===== config.mk =====
export PLATFORM = sky130hd
export DESIGN_NAME = csc_frame_ctrl_flat
export DESIGN_NICKNAME = d
export VERILOG_FILES = /design/src/rtl/csc_pkg.sv /design/src/rtl/csc_frame_ctrl_if.sv /design/src/rtl/csc_edge_det.sv /design/src/rtl/csc_frame_ctrl.sv /design/src/flat_wrapper.sv
export SDC_FILE = /design/constraint.sdc
export NUM_CORES = 1
export LEC_CHECK = 0
export CORE_ASPECT_RATIO = 0.5
export CORE_MARGIN = 2
export CORE_UTILIZATION = 52
export DETAILED_ROUTE_END_ITERATION = 12
export GPL_ROUTABILITY_DRIVEN = 0
export PLACE_DENSITY = 0.8
export SYNTH_ARGS = -nofsm -noshare
export SYNTH_HDL_FRONTEND = slang
export SYNTH_SLANG_ARGS = --single-unit

===== constraint.sdc =====
create_clock -name sys_clk -period 2.95 [get_ports sys_clk]
set_input_delay 0.59 -clock sys_clk [delete_from_list [all_inputs] [get_ports sys_clk]]
set_output_delay 0.59 -clock sys_clk [all_outputs]
set_load 0.03 [all_outputs]

===== src/rtl/csc_pkg.sv =====
// Shared types and defaults for the RGB888->YCbCr frame controller.
package csc_pkg;

    localparam int unsigned IMG_W_DEF = 1280;
    localparam int unsigned IMG_H_DEF = 720;
    localparam int unsigned CNT_W_DEF = 12;
    localparam int unsigned MODE_W    = 2;

    typedef enum logic [1:0] {
        CSC_BYPASS = 2'd0,
        CSC_YCBCR  = 2'd1,
        CSC_GRAY   = 2'd2,
        CSC_RSVD   = 2'd3
    } csc_mode_e;

    typedef enum logic [1:0] {
        ST_IDLE    = 2'd0,
        ST_WAIT_VS = 2'd1,
        ST_SETTLE  = 2'd2,
        ST_RUN     = 2'd3
    } csc_state_e;

    // Pending configuration slot (one request deep).
    typedef struct packed {
        logic      valid;
        logic      enable;
        csc_mode_e mode;
    } csc_cfg_t;

    // Reserved mode is run as bypass.
    function automatic csc_mode_e csc_map_mode(input logic [MODE_W-1:0] m);
        csc_map_mode = (m == 2'd3) ? CSC_BYPASS : csc_mode_e'(m);
    endfunction

endpackage


===== src/rtl/csc_frame_ctrl_if.sv =====
// Configuration request channel (valid/ready) for the frame controller.
interface csc_frame_ctrl_if;
    logic       cfg_valid;
    logic       cfg_ready;
    logic [1:0] cfg_mode;
    logic       cfg_enable;

    modport master (output cfg_valid, output cfg_mode, output cfg_enable, input cfg_ready);
    modport slave  (input cfg_valid, input cfg_mode, input cfg_enable, output cfg_ready);
endinterface


===== src/rtl/csc_edge_det.sv =====
// Single-register edge detector; events are valid in the first cycle the new level is seen.
module csc_edge_det (
    input  logic clk,
    input  logic rst_n,
    input  logic sig_i,
    output logic rise_c,
    output logic fall_c
);

    logic sig_q;

    // Remember last cycle's level.
    always_ff @(posedge clk or negedge rst_n) begin
        if (!rst_n) sig_q <= 1'b0;
        else        sig_q <= sig_i;
    end

    assign rise_c = sig_i & ~sig_q;
    assign fall_c = ~sig_i & sig_q;

endmodule


===== src/rtl/csc_frame_ctrl.sv =====
// Frame-synchronous config commit, geometry measurement and settle gating for the CSC pipeline.
module csc_frame_ctrl
    import csc_pkg::*;
#(
    parameter int unsigned IMG_W = IMG_W_DEF,
    parameter int unsigned IMG_H = IMG_H_DEF,
    parameter int unsigned CNT_W = CNT_W_DEF
) (
    input  logic             sys_clk,
    input  logic             rst_n,
    csc_frame_ctrl_if.slave  cfg,
    input  logic             clr_err,
    input  logic             frame_clk,
    input  logic             frame_clk_en,
    input  logic             frame_data_en,
    output logic             csc_en,
    output logic [1:0]       csc_mode,
    output logic             pass_en,
    output logic             frame_done,
    output logic             size_err,
    output logic [CNT_W-1:0] pix_cnt,
    output logic [CNT_W-1:0] line_cnt,
    output logic [1:0]       state
);

    localparam logic [CNT_W-1:0] CNT_MAX = '1;

    csc_state_e       state_q, state_d;
    csc_cfg_t         pend_q, pend_d;
    csc_mode_e        mode_q, mode_d;
    logic             cfg_ready_q, cfg_ready_d;
    logic             csc_en_q, csc_en_d;
    logic             pass_en_q, pass_en_d;
    logic             frame_done_q, frame_done_d;
    logic             size_err_q, size_err_d;
    logic [CNT_W-1:0] pix_q, pix_d, pix_seen;
    logic [CNT_W-1:0] line_q, line_d, line_seen;

    logic      vs_rise, vs_fall_unused, hs_rise, hs_fall;
    logic      accept_c, commit_c, mode_chg_c, checking_c, pix_inc_c, new_err_c;
    csc_mode_e new_mode_c;

    csc_edge_det u_vs_det (
        .clk    (sys_clk),
        .rst_n  (rst_n),
        .sig_i  (frame_clk),
        .rise_c (vs_rise),
        .fall_c (vs_fall_unused)
    );

    csc_edge_det u_hs_det (
        .clk    (sys_clk),
        .rst_n  (rst_n),
        .sig_i  (frame_clk_en),
        .rise_c (hs_rise),
        .fall_c (hs_fall)
    );

    // IDLE applies a request right away; otherwise it waits for the frame boundary.
    // A request accepted on a vs_rise is not yet pending, so it rolls to the next frame.
    assign accept_c   = cfg.cfg_valid & cfg_ready_q;
    assign commit_c   = pend_q.valid & ((state_q == ST_IDLE) | vs_rise);
    assign new_mode_c = csc_map_mode(pend_q.mode);
    assign mode_chg_c = (new_mode_c != mode_q);
    assign checking_c = (state_q == ST_SETTLE) | (state_q == ST_RUN);

    // Next state, config slot and registered control outputs.
    always_comb begin
        state_d      = state_q;
        pend_d       = pend_q;
        mode_d       = mode_q;

        if (commit_c) begin
            pend_d.valid = 1'b0;
            mode_d       = new_mode_c;
        end
        if (accept_c) begin
            pend_d.valid  = 1'b1;
            pend_d.enable = cfg.cfg_enable;
            pend_d.mode   = csc_mode_e'(cfg.cfg_mode);
        end

        case (state_q)
            ST_IDLE: begin
                if (commit_c && pend_q.enable) state_d = ST_WAIT_VS;
            end
            ST_WAIT_VS: begin
                if (vs_rise) state_d = (commit_c && !pend_q.enable) ? ST_IDLE : ST_SETTLE;
            end
            ST_SETTLE, ST_RUN: begin
                if (vs_rise) begin
                    if (commit_c && !pend_q.enable)  state_d = ST_IDLE;
                    else if (commit_c && mode_chg_c) state_d = ST_SETTLE;
                    else                             state_d = ST_RUN;
                end
            end
            default: state_d = ST_IDLE;
        endcase

        cfg_ready_d  = ~pend_d.valid;
        csc_en_d     = (state_d != ST_IDLE);
        pass_en_d    = (state_d == ST_RUN);
        frame_done_d = vs_rise & checking_c;
    end

    // Saturating pixel/line counters and sticky geometry check.
    always_comb begin
        pix_inc_c = frame_clk_en & frame_data_en;
        pix_seen  = (pix_inc_c && (pix_q != CNT_MAX)) ? pix_q + CNT_W'(1) : pix_q;
        line_seen = (hs_fall && (line_q != CNT_MAX)) ? line_q + CNT_W'(1) : line_q;
        pix_d     = hs_rise ? CNT_W'(pix_inc_c) : pix_seen;
        line_d    = vs_rise ? CNT_W'(hs_fall) : line_seen;
        if (state_q == ST_IDLE) begin
            pix_d  = '0;
            line_d = '0;
        end
        new_err_c  = checking_c & ((hs_fall & (pix_seen != CNT_W'(IMG_W))) |
                                   (vs_rise & (line_seen != CNT_W'(IMG_H))));
        size_err_d = (size_err_q & ~clr_err) | new_err_c;
    end

    // State and output registers.
    always_ff @(posedge sys_clk or negedge rst_n) begin
        if (!rst_n) begin
            state_q      <= ST_IDLE;
            pend_q       <= '0;
            mode_q       <= CSC_BYPASS;
            cfg_ready_q  <= 1'b1;
            csc_en_q     <= 1'b0;
            pass_en_q    <= 1'b0;
            frame_done_q <= 1'b0;
            size_err_q   <= 1'b0;
            pix_q        <= '0;
            line_q       <= '0;
        end else begin
            state_q      <= state_d;
            pend_q       <= pend_d;
            mode_q       <= mode_d;
            cfg_ready_q  <= cfg_ready_d;
            csc_en_q     <= csc_en_d;
            pass_en_q    <= pass_en_d;
            frame_done_q <= frame_done_d;
            size_err_q   <= size_err_d;
            pix_q        <= pix_d;
            line_q       <= line_d;
        end
    end

    assign cfg.cfg_ready = cfg_ready_q;
    assign csc_en        = csc_en_q;
    assign csc_mode      = 2'(mode_q);
    assign pass_en       = pass_en_q;
    assign frame_done    = frame_done_q;
    assign size_err      = size_err_q;
    assign pix_cnt       = pix_q;
    assign line_cnt      = line_q;
    assign state         = 2'(state_q);

endmodule


===== src/flat_wrapper.sv =====
// flat-port wrapper written by rule: the top's interface ports become plain ports
module csc_frame_ctrl_flat import csc_pkg::*;
#(
    parameter int unsigned IMG_W = IMG_W_DEF,
    parameter int unsigned IMG_H = IMG_H_DEF,
    parameter int unsigned CNT_W = CNT_W_DEF
)
  (sys_clk, rst_n, clr_err, frame_clk, frame_clk_en, frame_data_en, csc_en, csc_mode, pass_en, frame_done, size_err, pix_cnt, line_cnt, state, cfg_cfg_valid, cfg_cfg_mode, cfg_cfg_enable, cfg_cfg_ready);
  csc_frame_ctrl_if cfg_i ();
  input  logic sys_clk;
  input  logic rst_n;
  input  logic clr_err;
  input  logic frame_clk;
  input  logic frame_clk_en;
  input  logic frame_data_en;
  output logic csc_en;
  output logic [1:0] csc_mode;
  output logic pass_en;
  output logic frame_done;
  output logic size_err;
  output logic [CNT_W-1:0] pix_cnt;
  output logic [CNT_W-1:0] line_cnt;
  output logic [1:0] state;
  input wire logic [$bits(cfg_i.cfg_valid)-1:0] cfg_cfg_valid;
  input wire logic [$bits(cfg_i.cfg_mode)-1:0] cfg_cfg_mode;
  input wire logic [$bits(cfg_i.cfg_enable)-1:0] cfg_cfg_enable;
  output wire logic [$bits(cfg_i.cfg_ready)-1:0] cfg_cfg_ready;
  assign cfg_i.cfg_valid = cfg_cfg_valid;
  assign cfg_i.cfg_mode = cfg_cfg_mode;
  assign cfg_i.cfg_enable = cfg_cfg_enable;
  assign cfg_cfg_ready = cfg_i.cfg_ready;
  csc_frame_ctrl #(.IMG_W(IMG_W), .IMG_H(IMG_H), .CNT_W(CNT_W)) u_core (.sys_clk(sys_clk), .rst_n(rst_n), .cfg(cfg_i), .clr_err(clr_err), .frame_clk(frame_clk), .frame_clk_en(frame_clk_en), .frame_data_en(frame_data_en), .csc_en(csc_en), .csc_mode(csc_mode), .pass_en(pass_en), .frame_done(frame_done), .size_err(size_err), .pix_cnt(pix_cnt), .line_cnt(line_cnt), .state(state));
endmodule

==> run_results.csv <==
group,metric,value,unit
yosys,synthCells,241,
layout,syn2layout_area_growth,23.6,%
setup_path,start_kind,"primary input",
grt,grt_max_degree,40,
drt,drtIter0Drc,101,
grt,grt_use_total,22.6,%
cts,clk_pin_slew,0.08,ns
drt,wire_per_inst,15.5,µm
grt,antenna_found_initial,0,
layout,layout_common_cells,"clkdlybuf4s50_1 (41), dfrtp_1 (38), nor2_1 (32)",
grt,overflow,0,
yosys,synthArstFlopShare,100,%
setup_path,crit_type,"in -> reg",
layout,fin_nets,297,
cts,ctsHtreeMaxLevel,2,
cts,clockBufferDepth,2,
setup_path,worst-path-max-fanout,10,
cts,cts_tree,"done",
drt,vias_per_cell,5.79,
outcome,outcome,"finished, final reports clean",
place,portBuffers,42,
power_and_ir_drop,vdd_drop_max,0.415,mV
yosys,syn_area_per_cell,9.43,µm²
cts,clock_latency,0.30,ns
timing,min_period_over_period,89.9,%
floorplanning,start_util,56.2,%
yosys,yosysWarnings,0,
layout,antennaDiodeCount,0,
yosys,syn-num-nets,253,
yosys,netlist_top_cells_area,"dfrtp_1 (42%), xnor2_1 (5.4%), nor2_1 (5.3%)",
hold_path,hp-class,"in -> async",
yosys,ys_seq_area_share,43.0,%
drt,vias,1970,
setup_path,cp.required,3.13,ns
timing,post-route-min-period,2.65,ns
yosys,synth_top_area_share,41.9,%
yosys,synth_edf_count,0,
drt,dr.pass1.iters,4,
layout,drive_gt1_share,7.69,%
drt,drcViolationCount,0,
grt,first_global_vias,1942,
grt,grt_pass1_wl,8.82,mm
timing,final_hold_viol_count,0,
timing,tightest_slew,0.855,ns
drt,ant_nets,0,
floorplanning,rows,16,
floorplanning,die_area,4950,µm²
layout,layout_commonest_cell,"clkdlybuf4s50_1",
cts,cts_buffers,5,
floorplanning,io_pins,43,
cts,cts_sinks,39,
layout,layout.cells.non_filler,340,
power_and_ir_drop,total_leakage_power,1.12,nW
timing,slew_headroom,43.0,%
timing,fmax,377,MHz
yosys,yosysUniqueCellTypes,54,
drt,routed_wl,5.28,mm
floorplanning,die_h,50.7,µm
timing,fin_skew,0.00911,ns
timing,setup_tns,0,ns
power_and_ir_drop,power_density,645,nW/µm²
timing,rsz0062_at_grt,"no",
yosys,ys_seq_elements,39,
cts,ctsHoldBuffers,0,
cts,cts_resized,0,
floorplanning,die_x,97.5,µm
yosys,synth_largest_area_cell,"dfrtp_1",
cts,cts_setup_buffers,0,
timing,setup_violations,0,
place,dpl.cell_count,332,
setup_path,arrival,2.83,ns
job,maxCapViolCount,0,
yosys,syn_area,2270,µm²
floorplanning,core,4040,µm²
place,hpwl,3.74,mm
cts,clock_tree.root_cell,"clkbuf_8",
timing,drv_slew,0,
yosys,synth-main-ff-cell,"dfrtp_1",
setup_path,critPathCaptureType,"flip-flop",
-- final timing paths --
path	startpoint	to	slack, ns	cells after the start
setup / recovery	frame_clk_en	u_core.size_err$_DFF_PN0_	0.30	7
hold / removal	rst_n	u_core.line_cnt[9]$_DFF_PN0_	0.40	1
setup reg to reg	u_core.line_cnt[0]$_DFF_PN0_	u_core.size_err$_DFF_PN0_	0.38	7
hold reg to reg	u_core.csc_mode[1]$_DFFE_PN0P_	u_core.csc_mode[1]$_DFFE_PN0P_	0.56	2
max in group asynchronous	rst_n	u_core.pix_cnt[2]$_DFF_PN0_	2.02	1
min in group sys_clk	u_core.csc_mode[1]$_DFFE_PN0P_	u_core.csc_mode[1]$_DFFE_PN0P_	0.56	2
-- cell type report --
class | count | area [µm²]
sequential | 39 | 977
fill | 324 | 1240
inverter | 9 | 33.8
multi-input combinational | 184 | 1190
tap | 54 | 67.6
clock inverter | 1 | 5.00
clock buffer | 7 | 86.3
timing repair buffer | 46 | 445
-- through the flow --
stage / hold slack, ns / total power [W] / setup WS (ns) / area, µm² / utilization [%]
4_1_cts: 0.428 / 0.00182 / 0.284 / 2810 / 69.4
6_report: 0.402 / 0.00181 / 0.299 / 2810 / 69.4
5_1_grt: 0.478 / 0.00192 / 0.230 / 2810 / 69.4
3_3_place_gp: 0.512 / 0.00143 / 0.191 / 2720 / 67.2
2_1_floorplan: 0.294 / 0.00117 / 0.579 / 2270 / -
3_5_place_dp: 0.540 / 0.00145 / 0.117 / 2720 / 67.2
-- Yosys cell counts (3+ instances only) --
cell type and count:
a211oi_1 5, a21oi_1 6, a31oi_1 7, and2_1 6, and3_1 4, and4_1 9, buf_2 3, dfrtp_1 38
inv_1 9, mux2_2 3, mux2i_1 3, nand2_1 20, nand2b_1 6, nand3_1 6, nand4_1 8, nor2_1 32
nor3_1 6, o21ai_0 7, o22ai_1 3, xnor2_1 14, xor2_1 5
-- where the power goes --
part	total, W	leakage [nW]	internal, W	switching (W)
Clock	0.000377	0.0482	0.000189	0.000188
Sequential	0.000768	0.511	0.000643	0.000125
Combinational	0.000666	0.559	0.000291	0.000375
-- metal layers --
metal / track usage, % / part of all wire (%) / vias to the layer above
met5: 0 / 0 / -
met4: 8.33 / 1.4 / 0
met3: 5.29 / 5.2 / 10
met2: 38.0 / 46 / 63
met1: 29.0 / 48 / 932
li1: - / - / 965
-- cell families (layout without fill, tap and decap cells) --
group           count (synthesis)  after routing  synth area share [%]
buf+inv                        18             63                  4.52
simple gates                  110            110                  25.6
xor+xnor                       19             19                  7.32
fa+ha+maj                       2              2                  1.10
flops                          39             39                  43.0
compound gates                 47             47                  15.6
mux                             6              6                  2.81
-- state kept, by name, summed over array words and instances (netlist names), 2 cells and up --
name	cells
u_core.pix_cnt	12
u_core.pend_q	4
u_core.csc_mode	2
u_core.state	2
u_core.line_cnt	12
-- critical path: stages --
cell and delay (ns):
clkdlybuf4s50_1 0.65, nand3_2 0.12, a2111oi_0 0.57, xnor2_1 0.21
o2111ai_1 0.14, o41ai_1 0.43, o21ai_1 0.11
No activity file was read; power rests on OpenSTA's default activity.
